`config.mk`:
```
export PLATFORM = sky130hd
export DESIGN_NAME = frontend_mem_arbiter
export DESIGN_NICKNAME = d
export VERILOG_FILES = /design/src/rtl/frontend_mem_arbiter_pkg.sv /design/src/rtl/frontend_mem_arbiter_arb_pick2.sv /design/src/rtl/frontend_mem_arbiter.sv
export SDC_FILE = /design/constraint.sdc
export NUM_CORES = 1
export LEC_CHECK = 0
export BUFFER_PORTS_ARGS = -buffer_cell sky130_fd_sc_hd__buf_2
export CAP_MARGIN = 25
export CORE_AREA = 4 4 158 160
export DETAILED_ROUTE_END_ITERATION = 12
export DIE_AREA = 0 0 162 164
export PLACE_DENSITY_LB_ADDON = 0.2
export SYNTH_ARGS = -nofsm -noshare
export SYNTH_HDL_FRONTEND = slang
export SYNTH_SLANG_ARGS = --single-unit
```
`constraint.sdc`:
```
create_clock -name CLK -period 2.9 [get_ports CLK]
set_input_delay 0.87 -clock CLK [delete_from_list [all_inputs] [get_ports CLK]]
set_output_delay 0.87 -clock CLK [all_outputs]
set_load 0.02 [all_outputs]
```
`src/rtl/frontend_mem_arbiter_pkg.sv`:
```
// Shared types and widths for the front-end memory read arbiter.
package frontend_mem_arbiter_pkg;

  localparam int unsigned AXI_ADDR_W = 64;
  localparam int unsigned AXI_DATA_W = 64;
  localparam int unsigned AXI_PROT_W = 3;
  localparam int unsigned AXI_RESP_W = 2;

  typedef enum logic [1:0] {
    ST_IDLE = 2'd0,
    ST_ADDR = 2'd1,
    ST_DATA = 2'd2
  } arb_state_t;

  typedef enum logic {
    OWNER_IFU = 1'b0,
    OWNER_LSU = 1'b1
  } owner_t;

endpackage

```
`src/rtl/frontend_mem_arbiter_arb_pick2.sv`:
```
// Combinational 2-way grant selector: LSU-first priority, or round-robin
// (grant the requester that was not granted last) when i_rr_mode is set.
module arb_pick2
  import frontend_mem_arbiter_pkg::*;
(
  input  logic   i_req_ifu,
  input  logic   i_req_lsu,
  input  logic   i_rr_mode,
  input  owner_t i_last,
  output logic   o_gnt_ifu,
  output logic   o_gnt_lsu
);

  always_comb begin
    o_gnt_ifu = 1'b0;
    o_gnt_lsu = 1'b0;
    if (i_req_ifu && i_req_lsu) begin
      if (i_rr_mode && (i_last == OWNER_LSU)) o_gnt_ifu = 1'b1;
      else                                    o_gnt_lsu = 1'b1;
    end else begin
      o_gnt_ifu = i_req_ifu;
      o_gnt_lsu = i_req_lsu;
    end
  end

endmodule

```
`src/rtl/frontend_mem_arbiter.sv`:
```
// IFU/LSU arbiter for the shared memory read port, one transaction in flight.
// FRONTEND_ARB_RR_EN selects round-robin arbitration; default is LSU priority.
module frontend_mem_arbiter
  import frontend_mem_arbiter_pkg::*;
(
  input  logic                  CLK,
  input  logic                  RSTn,
  input  logic                  flush,
  input  logic [AXI_ADDR_W-1:0] IFU_ARADDR,
  input  logic [AXI_PROT_W-1:0] IFU_ARPROT,
  input  logic                  IFU_ARVALID,
  output logic                  IFU_ARREADY,
  output logic [AXI_DATA_W-1:0] IFU_RDATA,
  output logic [AXI_RESP_W-1:0] IFU_RRESP,
  output logic                  IFU_RVALID,
  input  logic                  IFU_RREADY,
  input  logic [AXI_ADDR_W-1:0] LSU_ARADDR,
  input  logic [AXI_PROT_W-1:0] LSU_ARPROT,
  input  logic                  LSU_ARVALID,
  output logic                  LSU_ARREADY,
  output logic [AXI_DATA_W-1:0] LSU_RDATA,
  output logic [AXI_RESP_W-1:0] LSU_RRESP,
  output logic                  LSU_RVALID,
  input  logic                  LSU_RREADY,
  output logic [AXI_ADDR_W-1:0] M_ARADDR,
  output logic [AXI_PROT_W-1:0] M_ARPROT,
  output logic                  M_ARVALID,
  input  logic                  M_ARREADY,
  input  logic [AXI_DATA_W-1:0] M_RDATA,
  input  logic [AXI_RESP_W-1:0] M_RRESP,
  input  logic                  M_RVALID,
  output logic                  M_RREADY
);

  arb_state_t            r_state, w_next_state;
  owner_t                r_owner;
  logic                  r_drop;
  logic [AXI_ADDR_W-1:0] r_araddr;
  logic [AXI_PROT_W-1:0] r_arprot;
  logic                  r_arvalid;
  owner_t                w_last;
  logic                  w_rr_mode;
  logic                  w_idle, w_gnt_ifu, w_gnt_lsu, w_grant;
  logic                  w_ifu_live, w_m_rready;

`ifdef FRONTEND_ARB_RR_EN
  owner_t r_last;
  assign w_last    = r_last;
  assign w_rr_mode = 1'b1;
`else
  assign w_last    = OWNER_IFU;
  assign w_rr_mode = 1'b0;
`endif

  // RSTn gating keeps ARREADY low while reset is held, not just after release.
  assign w_idle  = (r_state == ST_IDLE) && RSTn;
  assign w_grant = w_gnt_ifu | w_gnt_lsu;

  arb_pick2 u_pick (
    .i_req_ifu (w_idle && IFU_ARVALID && !flush),
    .i_req_lsu (w_idle && LSU_ARVALID),
    .i_rr_mode (w_rr_mode),
    .i_last    (w_last),
    .o_gnt_ifu (w_gnt_ifu),
    .o_gnt_lsu (w_gnt_lsu)
  );

  always_ff @(posedge CLK or negedge RSTn) begin
    if (!RSTn) r_state <= ST_IDLE;
    else       r_state <= w_next_state;
  end

  always_comb begin
    w_next_state = r_state;
    case (r_state)
      ST_IDLE: if (w_grant)                 w_next_state = ST_ADDR;
      ST_ADDR: if (M_ARREADY)               w_next_state = ST_DATA;
      ST_DATA: if (M_RVALID && w_m_rready)  w_next_state = ST_IDLE;
      default:                              w_next_state = ST_IDLE;
    endcase
  end

  assign w_ifu_live = (r_owner == OWNER_IFU) && !r_drop && !flush;

  always_comb begin
    IFU_ARREADY = w_gnt_ifu;
    LSU_ARREADY = w_gnt_lsu;
    IFU_RVALID  = 1'b0;
    LSU_RVALID  = 1'b0;
    w_m_rready  = 1'b0;
    if (r_state == ST_DATA) begin
      if (r_owner == OWNER_LSU) begin
        LSU_RVALID = M_RVALID;
        w_m_rready = LSU_RREADY;
      end else if (w_ifu_live) begin
        IFU_RVALID = M_RVALID;
        w_m_rready = IFU_RREADY;
      end else begin
        w_m_rready = 1'b1;
      end
    end
  end

  always_ff @(posedge CLK or negedge RSTn) begin
    if (!RSTn) begin
      r_araddr  <= '0;
      r_arprot  <= '0;
      r_arvalid <= 1'b0;
      r_owner   <= OWNER_IFU;
      r_drop    <= 1'b0;
`ifdef FRONTEND_ARB_RR_EN
      r_last    <= OWNER_IFU;
`endif
    end else if (w_grant) begin
      r_araddr  <= w_gnt_lsu ? LSU_ARADDR : IFU_ARADDR;
      r_arprot  <= w_gnt_lsu ? LSU_ARPROT : IFU_ARPROT;
      r_arvalid <= 1'b1;
      r_owner   <= w_gnt_lsu ? OWNER_LSU : OWNER_IFU;
      r_drop    <= 1'b0;
`ifdef FRONTEND_ARB_RR_EN
      r_last    <= w_gnt_lsu ? OWNER_LSU : OWNER_IFU;
`endif
    end else begin
      if ((r_state == ST_ADDR) && M_ARREADY) r_arvalid <= 1'b0;
      // An accepted IFU read cannot be retracted; remember to discard its beat.
      if (flush && (r_owner == OWNER_IFU) && (r_state != ST_IDLE)) r_drop <= 1'b1;
    end
  end

  assign M_ARADDR  = r_araddr;
  assign M_ARPROT  = r_arprot;
  assign M_ARVALID = r_arvalid;
  assign M_RREADY  = w_m_rready;
  assign IFU_RDATA = M_RDATA;
  assign IFU_RRESP = M_RRESP;
  assign LSU_RDATA = M_RDATA;
  assign LSU_RRESP = M_RRESP;

endmodule

```
## After elaboration in Yosys (flattened, before gate mapping)

Index checks and enable logic that the tools add are counted.

| cells by class | value |
|---|---|
| equality and inequality tests | 5 |
| multiplexer cells | 21 |
| bitwise operators | 2 |
| reduce and logical (&&, ||, !) cells | 18 |

Operator list:

| operator | number |
|---|---|
| two-way mux 64 bit | 1 |
| two-way mux 1 bit | 15 |
| logical AND 1 bit | 11 |
| two-way mux 2 bit | 3 |
| inequality test 2 bit (second input constant) | 3 |
| one-hot mux 2 bit (3 select lines) | 1 |
| nonzero test 2 bit | 3 |
| two-way mux 3 bit | 1 |
| AND reduction 3 bit | 1 |
| equality test 2 x 1 -> 1 bit (second input constant) | 1 |
| equality test 2 bit (second input constant) | 1 |
| zero test 1 bit | 2 |
| zero test 2 bit | 1 |
| inverter 1 bit | 1 |
| OR 1 bit | 1 |

| storage, ports and cells | value |
|---|---|
| register bits | 72 |
| input bits | 209 |
| word-level logic and storage cells | 52 |

## Logic depth before layout (Yosys ltp)

Gate-level depths: netlist of the first run.

| depth | value |
|---|---|
| word-level depth | 9 |
| gate-level depth with buffers | 6 |
| gate-level depth less buffers | 3 |

## Modules after synthesis

Synthesis of the first run repeated with hierarchy kept, for this count alone.

| second synthesis, totals | value |
|---|---|
| cells, all modules | 455 |
| area total of the unflattened synthesis | 4340.4 sq um |

By module, submodules not included:

| module | times used | cells each | area an instance (sq um) | seq. area each (sq um) |
|---|---|---|---|---|
| frontend_mem_arbiter | 1 | 451 | 4319.1 | 1801.7 |
| arb_pick2 | 1 | 4 | 21.3 | 0.0 |

## Least setup slack after synthesis of the first run

OpenSTA, ideal clock, no wires.

| timing | value |
|---|---|
| path type | input port to output port |
| start | input port RSTn |
| end | output port IFU_ARREADY |
| arrival | 2071 ps |
| required time | 2030 ps |
| slack | -41 ps |
| stages | 6 |
| path buffers | 3 |
| cells stage by stage | or3b_1 or3_1 buf_2 buf_6 buf_6 inv_1 |

| on the way | value |
|---|---|
| cells in the longest elaborated chain, start to end | 5 |
| elaborated cells on any way between the ends | 6 |

RTL lines:

| item | RTL line | text |
|---|---|---|
| start: declaration | frontend_mem_arbiter.sv:7 | `input logic RSTn,` |
| logical AND 1 bit * | frontend_mem_arbiter.sv:56 | `assign w_idle = (r_state == ST_IDLE) && RSTn;` |
| logical AND 1 bit (2 in series) | frontend_mem_arbiter.sv:60 | `.i_req_ifu (w_idle && IFU_ARVALID && !flush),` |
| logical AND 1 bit | frontend_mem_arbiter_arb_pick2.sv:17 | `if (i_req_ifu && i_req_lsu) begin` |
| two-way mux 1 bit * | frontend_mem_arbiter_arb_pick2.sv:17 |  |
| end: declaration | frontend_mem_arbiter.sv:12 | `output logic IFU_ARREADY,` |

Every way passes the cells marked *; elsewhere a longest branch is shown, timed or not.

## Final worst setup path of the first run

Same ends and word-level chain as after synthesis.

==> impl_summary.txt, run 1 <==
----------------------------------------------------
[Finish]
  Synth-to-layout area growth ... 18.0%
  Antenna fix cells ... 0
  Filler instances ... 2618
  Sequential Area ... between 0.0015 and 0.002 mm2
  Multi-input gate area ... 0.00136 mm2
  Proportion of layout cells with a drive suffix above 1 ... 75.4%
  Nets@finish ... 677
  Total non-filler cell area in the finished layout ... 0.00502 mm2
  Post-layout util ... a little over a fifth

[Logic synthesis]
  Cell type contributing the most total cell area after synthesis ... sky130_fd_sc_hd__dfrtp_1
  Sequential area share after synthesis ... between 40% and 50%
  Number of cells produced by synthesis ... 390
  Syn Nets ... between 500 and 600
  Register bit count reported by yosys ... 72
  Cell area after technology mapping ... 0.00426 mm2
  Number of distinct library cells after synthesis ... 28
  Per-instance average area after synthesis ... 10.9 um2
  Post-synth top area share ... 42.3%
  Cell types occupying the most area after synthesis ... sky130_fd_sc_hd__dfrtp_1 42%, sky130_fd_sc_hd__buf_4 23%, sky130_fd_sc_hd__o221a_2 13%
  Synth warn ... 0

[Timing]
  Post-route setup slack ... 135 ps
  Setup skew after layout ... ~9.0 ps
  Period Utilization, post-route ... 95.3%
  Max-slew violation count ... 0
  Slew at the pin closest to its max-slew limit ... around 800 ps
  Timing-limited maximum frequency ... 362 MHz
  Final Hold Vio Count ... 0
  Final setup TNS ... 0 ps
  Relative slew slack ... 46.5%
  Unrepaired setup endpoints after global routing ... false
  Min Tclk post-route ... 2760 ps
  Endpoints failing setup ... 0

[Clocking]
  Clock Root Buffer ... sky130_fd_sc_hd__clkbuf_16
  Hold buffers post-CTS ... 0
  TritonCTS clock tree ... done
  Clock insertion delay at the later pin of the skew report ... 330 ps
  Clock Tree Buf Depth ... 2
  Clk sinks ... 72
  Clock-pin slew on the worst setup and hold paths ... 60 ps
  CTS Buf Count ... 9
  Count of H-tree levels built during CTS ... 3
  Post-CTS Setup Inserts ... 0

[Critical path]
  Critical path, cell by cell ... buf_4 -> or3b_1 -> or3_4 -> inv_2 -> buf_4
  Worst reg2reg endpoint ... M_ARADDR[1]$_DFFE_PN0P_
  Data arrival at the endpoint of the critical path ... 1890 ps
  Critical path start-end classification ... input pin to primary output
  Startpoint types ... input pin
  Cell at the slowest stage of the critical path ... sky130_fd_sc_hd__or3_4
  Number of cells on the worst reg-to-reg path ... 4
  Reg-to-Reg Start ... r_state[0]$_DFFE_PN0P_
  Maximum single-stage delay on the critical path ... 390 ps
  Cell with the most instances on the worst path ... sky130_fd_sc_hd__buf_4
  Register-to-register setup slack ... ~770 ps
  Required arrival time at the worst endpoint ... 2030 ps
  Number of buffers and inverters on the critical path ... 3
  Kind of end point of the critical path ... primary output
  Crit-path max FO ... 2
  Largest delay contributor family on the critical path ... simple AND/OR/NAND/NOR gates

[Power and ir drop]
  Post-route total power ... between 4000 and 5000 uW
  Power density cells ... 995 mW/mm2
  Peak supply drop ... 0.305 mV
  Sequential power share ... 34.9%
  Net switching power ... ~1900 uW
  Leakage power figure ... 0.00219 uW
  Internal power ... 3140 uW
  Gate power share ... 40.7%
  Clock network power share ... 24.5%
  Switching fraction of total power ... 37.1%

[Floorplan]
  CORE AREA ... 0.0234 mm2
  Num rows ... 56
  Die footprint ... 0.0266 mm2
  Die X-Extent ... 162 um
  Chip height ... 164 um
  Number of I/O pins ... ~410
  Effective utilization at floorplan ... roughly 18%

[Drt]
  Post-detailed-route DRC marker count ... 0
  Final routed wire length divided by cell count ... 16.4 um
  Vias after detailed routing ... 3073
  Post-detailed-route via-to-cell ratio ... between 3 and 4
  Number of antenna-violating nets in the routed design ... 0
  Length of the first detailed-routing pass in iterations ... 4
  Initial drt markers ... roughly 130
  Wire length reported by the detailed router ... 12900 um

[Placed design]
  Standard cell area after detailed placement ... 0.00469 mm2
  Placed wire-length estimate ... 9800 um
  Input/output buffers ... 215
  Setup slack after placement ... -15.9 ps
  Routability-driven placement congestion ratio ... 0.710

[Outcome]
  Status ... complete, no violations

[GRT]
  Via count of the first global-routing pass ... 3402
  First-pass GRT wire length ... 19500 um
  Pin count of the biggest net entering global routing ... between 60 and 70
  Overall overflow remaining after global route ... 0
  Initial antenna violation count ... 0
  Layer carrying the most global-route usage ... met2
  GR Layer Usage met2 ... between 10% and 20%
  Met1 usage ... 10.9%
  Met3 track demand over resource ... 4.02%
  Tot GR Track Use ... 9.37%

[Job]
  Maximum capacitance violations ... 0

[Worst hold path]
  Hold Path End ... M_ARVALID$_DFFE_PN0P_
  Hold Crit Start ... M_ARVALID$_DFFE_PN0P_
  Hold Path Class ... register to register
  Hold Path Depth ... 2

----------------------------------------------------
## worst max-delay path by stage
stage          start  depth (start not counted)  slack, ps           to
2_1_floorplan   RSTn                          6          9  IFU_ARREADY
5_1_grt         RSTn                          5        100  IFU_ARREADY
4_1_cts         RSTn                          5          8  IFU_ARREADY
3_5_place_dp    RSTn                          5        -20  IFU_ARREADY
6_report        RSTn                          5        140  IFU_ARREADY
3_3_place_gp    RSTn                          5        0.4  IFU_ARREADY
## through the flow
stage | cells | hold slack (ps)
after floorplan | 390 | 502
after global placement | 776 | 468
after detailed placement | 776 | 474
after CTS | 791 | 496
after global routing | 791 | 527
final | 791 | 484
## per-layer routing
metal / up-vias / wire length (um)
li1: 1399 / -
met1: 1439 / 5150
met2: 209 / 6200
met3: 26 / 1370
met4: 0 / 215
met5: - / 0
## timing repair
action | in CTS | in global routing
resized for setup | 1 | 1
pin swaps | 0 | 0
setup endpoints to repair | 1 | 1
## Yosys cell counts (all sizes together)
cell	instances
nor4	1
nand2b	3
or3	1
nand4bb	1
nor2b	2
and3	1
nor2	1
or2	67
or4	1
nand3b	1
o21a	1
nand3	1
a21oi	1
dfrtp	72
inv	4
o21ai	3
buf	144
a21bo	1
o221a	67
or3b	1
clkbuf	10
o211ai	1
nor3b	1
nand2	4
## power groups by stage
| stage | Combinational (uW) | Clock, uW | Sequential [uW] |
|---|---|---|---|
| final | 2030 | 1220 | 1740 |
| after global routing | 2180 | 1330 | 1810 |
| after CTS | 2070 | 1290 | 1750 |
| after detailed placement | 2080 | 0 | 1750 |
| after global placement | 2060 | 0 | 1750 |
| after floorplan | 986 | 0 | 2290 |
## worst reg2reg max path, delay by kind of cell (launching register included)
family / cells / cell delay (ps)
simple gates: 2 / 800
flops: 1 / 440
compound gates: 1 / 410
buf+inv: 1 / 370
## layout make-up
| cell class | instances | share of cell area (%) |
|---|---|---|
| clock inverter | 5 | 1.62 |
| tap | 319 | 7.95 |
| timing repair buffer | 221 | 22.4 |
| inverter | 4 | 0.299 |
| multi-input combinational | 160 | 27.0 |
| sequential | 72 | 35.9 |
| clock buffer | 10 | 4.76 |
## placed cells by master (no fill, tap or decap), drive strengths merged
master    Yosys  final
a21bo         1      1
a21oi         1      1
and3          1      1
buf         144    221
bufinv        0      2
clkbuf       10     10
clkinv        0      2
clkinvlp      0      1
dfrtp        72     72
inv           4      4
nand2         4      4
nand2b        3      3
nand3         1      1
nand3b        1      1
nand4bb       1      1
nor2          1      1
nor2b         2      2
nor3b         1      1
nor4          1      1
o211ai        1      1
o21a          1      1
o21ai         3      3
o221a        67     67
or2          67     67
or3           1      1
or3b          1      1
or4           1      1
## cell families (layout without fill, tap and decap cells)
family / after synthesis / in the layout / share of synthesized area (%)
buf+inv: 158 / 240 / 26.3
simple gates: 86 / 86 / 12.6
compound gates: 74 / 74 / 18.8
flops: 72 / 72 / 42.3
## flip-flops by register name (all words and copies together), names as in the netlist
signal and count:
r_drop 1, r_owner 1, M_ARPROT 3, M_ARADDR 64, r_state 2, M_ARVALID 1
(Power assumes the default switching activity.)
==> run 2: changes to the inputs <==
--- a/config.mk
+++ b/config.mk
@@ -7,10 +7,11 @@
 export LEC_CHECK = 0
 export BUFFER_PORTS_ARGS = -buffer_cell sky130_fd_sc_hd__buf_2
 export CAP_MARGIN = 25
-export CORE_AREA = 4 4 158 160
+export CORE_AREA = 4 4 157 159
 export DETAILED_ROUTE_END_ITERATION = 12
-export DIE_AREA = 0 0 162 164
+export DIE_AREA = 0 0 161 163
 export PLACE_DENSITY_LB_ADDON = 0.2
 export SYNTH_ARGS = -nofsm -noshare
 export SYNTH_HDL_FRONTEND = slang
+export SYNTH_HIERARCHICAL = 1
 export SYNTH_SLANG_ARGS = --single-unit
==> impl_summary.txt, run 2 <==
----------------------------------------------------
[Power and ir drop]
  Internal power ... 3100 uW (-1.4%)
  Sequential power share ... 34.6% (-0.3 points)
  Gate power share ... 39.1% (-1.6 points)
  Switching fraction of total power ... 38.6% (+1.5 points)
  Leakage power figure ... 0.00234 uW (+7.2%)
  Net switching power ... 1950 uW (+5.1%)
  Peak supply drop ... 0.329 mV (+7.6%)
  Clock network power share ... 26.3% (+1.8 points)
  Power density cells ... 978 mW/mm2 (-1.7%)

[Logic synthesis]
  Post-synthesis xor/xnor area fraction ... 0% (unchanged)
  Number of enable flip-flop cells after synthesis ... 0 (unchanged)
  Sequential area share after synthesis ... 41.5% (-0.83 points)
  Cell types with the highest counts after synthesis ... 139 x sky130_fd_sc_hd__buf_4, 72 x sky130_fd_sc_hd__dfrtp_1, 71 x sky130_fd_sc_hd__nand2_1
  Number of cells produced by synthesis ... 455 (+17%)
  Cell types occupying the most area after synthesis ... sky130_fd_sc_hd__dfrtp_1 42%, sky130_fd_sc_hd__buf_4 24%, sky130_fd_sc_hd__mux2i_1 15%
  Synth warn ... 6 (+6)
  Fraction of the mapped netlist area in simple logic gates ... 8.45% (-4.1 points)
  Main combinational cell family by area after synthesis ... buffers and inverters
  Number of distinct library cells after synthesis ... 27 (-3.6%)
  Flip-flop cell with the highest count after synthesis ... sky130_fd_sc_hd__dfrtp_1
  Post-synthesis share of cell area spent on full adders, half adders and majority gates ... 0% (unchanged)
  Register bit count reported by yosys ... 72 (unchanged)
  Cell area after technology mapping ... 0.00434 mm2 (+2.0%)
  Per-instance average area after synthesis ... 9.54 um2 (-13%)
  Cell type contributing the most total cell area after synthesis ... sky130_fd_sc_hd__dfrtp_1
  Area fraction in compound gates after synthesis ... 8.82% (-10 points)
  Share of synthesized flip-flops with an asynchronous set or reset ... 100% (unchanged)
  Post-synth top area share ... 41.5% (-0.83 points)
  Multiplexer area fraction after synthesis ... 15.5% (+15 points)
  Count leader, synth ... sky130_fd_sc_hd__buf_4

[Floorplan]
  Die X-Extent ... 161 um (-0.62%)
  Effective utilization at floorplan ... 18.7% (+0.48 points)
  Die footprint ... 0.0262 mm2 (-1.2%)
  CORE AREA ... 0.0233 mm2 (-0.60%)
  Number of I/O pins ... 414 (unchanged)
  Num rows ... 56 (unchanged)
  Chip height ... 163 um (-0.61%)

[Timing]
  Final Hold Vio Count ... 0 (unchanged)
  Period Utilization, post-route ... 94.3% (-1.1 points)
  Endpoints failing setup ... 0 (unchanged)
  Final setup TNS ... 0 ps (unchanged)
  Slew at the pin closest to its max-slew limit ... 539 ps (-264 ps)
  Relative slew slack ... 64.0% (+18 points)
  Min Tclk post-route ... 2730 ps (-31.7 ps)
  Timing-limited maximum frequency ... 366 MHz (+1.2%)
  Unrepaired setup endpoints after global routing ... false
  Max-slew violation count ... 0 (unchanged)
  Setup skew after layout ... 7.71 ps (-1.29 ps)

[Critical path]
  Critical Path End ... M_RREADY
  Required arrival time at the worst endpoint ... 2030 ps (about the same)
  Critical path start-end classification ... input pin to primary output
  Register-to-register setup slack ... 810 ps (+40 ps)
  Kind of end point of the critical path ... primary output
  Data arrival at the endpoint of the critical path ... 1860 ps (-30 ps)
  Worst reg2reg endpoint ... M_ARADDR[56]$_DFFE_PN0N_
  Startpoint types ... input pin
  Crit-path max FO ... 4 (+2)
  Reg-to-Reg Start ... r_state[0]$_DFFE_PN0P_
  Worst setup path startpoint ... flush
  Number of cells on the worst reg-to-reg path ... 6 (+2)

[Clocking]
  Clock Tree Buf Depth ... 2 (unchanged)
  Post-cts gate resize count ... 0 (-1)
  Clock-pin slew on the worst setup and hold paths ... 60 ps (about the same)
  CTS Buf Count ... 9 (unchanged)
  Post-CTS Setup Inserts ... 0 (unchanged)
  Clock insertion delay at the later pin of the skew report ... 330 ps (about the same)
  Clk sinks ... 72 (unchanged)
  TritonCTS clock tree ... done
  Hold buffers post-CTS ... 0 (unchanged)
  Count of H-tree levels built during CTS ... 3 (unchanged)
  Clock Root Buffer ... sky130_fd_sc_hd__clkbuf_16

[GRT]
  Via count of the first global-routing pass ... 3389 (-0.38%)
  First-pass GRT wire length ... 18100 um (-7.3%)
  Pin count of the biggest net entering global routing ... 138 (+100%)
  Overall overflow remaining after global route ... 0 (unchanged)
  Tot GR Track Use ... 8.74% (-0.63 points)
  Initial antenna violation count ... 1 (+1)

[Job]
  Maximum capacitance violations ... 0 (unchanged)

[Placed design]
  Placed wire-length estimate ... 9110 um (-7.1%)
  Placed cell count ... 841 (+8.4%)
  Routability-driven placement congestion ratio ... 0.720 (+1.3%)
  Input/output buffers ... 215 (unchanged)

[Finish]
  Nets@finish ... 742 (+9.6%)
  Sequential Area ... 0.00180 mm2 (unchanged)
  Highest-count cells in the layout ignoring fill and taps ... 214 x sky130_fd_sc_hd__buf_2, 72 x sky130_fd_sc_hd__dfrtp_1, 71 x sky130_fd_sc_hd__nand2_1
  Proportion of layout cells with a drive suffix above 1 ... 45.0% (-30 points)
  Post-layout util ... 22.2% (+0.73 points)
  Multi-input gate area ... 0.00146 mm2 (+7.6%)
  Commonest non-fill, non-tap cell in the layout ... sky130_fd_sc_hd__buf_2
  Post-layout instance count excluding filler cells ... 857 (+8.3%)
  Synth-to-layout area growth ... 18.9%
  Number of flip-flops in the largest register ... 64 (unchanged)
  Antenna fix cells ... 0 (unchanged)
  Filler instances ... 2591 (-1.0%)

[Outcome]
  Status ... complete, no violations

[Drt]
  Wire length reported by the detailed router ... 11900 um (-8.2%)
  Vias after detailed routing ... 3164 (+3.0%)
  Final routed wire length divided by cell count ... 13.9 um (-15%)
  Post-detailed-route DRC marker count ... 0 (unchanged)
  Initial drt markers ... 172 (+34%)
  Number of antenna-violating nets in the routed design ... 0 (unchanged)
  Post-detailed-route via-to-cell ratio ... 3.69 (-5.0%)
  Length of the first detailed-routing pass in iterations ... 4 (unchanged)

[Worst hold path]
  Hold Crit Start ... r_state[1]$_DFFE_PN0P_
  Hold Path Class ... register to register

----------------------------------------------------
run 2: changes by cell type in the layout (fill, tap and decap cells not counted), sizes merged, moves of 2 or more:
cell and change:
nand2 +67, inv -2, buf -2, nand2b -3
o21ai +64, o221a -67, or2 -67, conb +4
mux2i +67, and3 +2
run 2: worst min-delay path by stage:
stage                              to  slack (ps)  cells after the start
6_report       r_state[0]$_DFFE_PN0P_         470                      1
5_1_grt         M_ARVALID$_DFFE_PN0P_         490                      2
4_1_cts        r_state[0]$_DFFE_PN0P_         460                      1
3_5_place_dp    M_ARVALID$_DFFE_PN0P_         460                      2
3_3_place_gp   r_state[0]$_DFFE_PN0P_         450                      1
2_1_floorplan  r_state[0]$_DFFE_PN0P_         430                      1
run 2: critical path, cell delays in order:
cell,delay (ps)
sky130_fd_sc_hd__buf_2,120
sky130_fd_sc_hd__or4_4,530
sky130_fd_sc_hd__and3_2,190
sky130_fd_sc_hd__buf_2,150
run 2: layer usage:
metal	part of all wire, %	track usage [%]	routed length [um]
met1	37	9.04	4430
met2	49	15.1	5780
met3	10	3.37	1200
met4	3.8	5.16	453
met5	0.11	0	13
run 2: final cells by class:
class	instances	area share, %
clock buffers	11	4.90
clock inverters	5	1.99
inverters	2	0.146
multi-input cells	229	28.3
flip-flops and latches	72	34.9
well taps	319	7.74
repair buffers	219	22.0
run 2: cell families (layout without fill, tap and decap cells):
| kind of cell | count (synthesis) | count (layout) |
|---|---|---|
| and+or+nand+nor | 85 | 85 |
| AOI/OAI and AO/OA | 73 | 73 |
| other | 1 | 4 |
| muxes | 67 | 67 |
| DFF | 72 | 72 |
| buffers and inverters | 157 | 237 |
run 2: metrics by stage:
stage | hold WS (ps) | total power [uW] | instance area [um2] | setup WS, ps
floorplan | 433 | 3220 | 4350 | 409
detailed placement | 464 | 3790 | 4800 | 164
global placement | 449 | 3780 | 4800 | 169
CTS | 465 | 5170 | 5160 | 165
finish | 465 | 5050 | 5160 | 167
global route | 486 | 5410 | 5160 | 149
run 2: power groups by stage:
stage / sequential [uW] / clock [uW] / combinational [uW]
3_5_place_dp: 1760 / 0 / 2030
6_report: 1750 / 1330 / 1970
3_3_place_gp: 1770 / 0 / 2010
2_1_floorplan: 2310 / 0 / 907
5_1_grt: 1810 / 1430 / 2170
4_1_cts: 1750 / 1400 / 2020
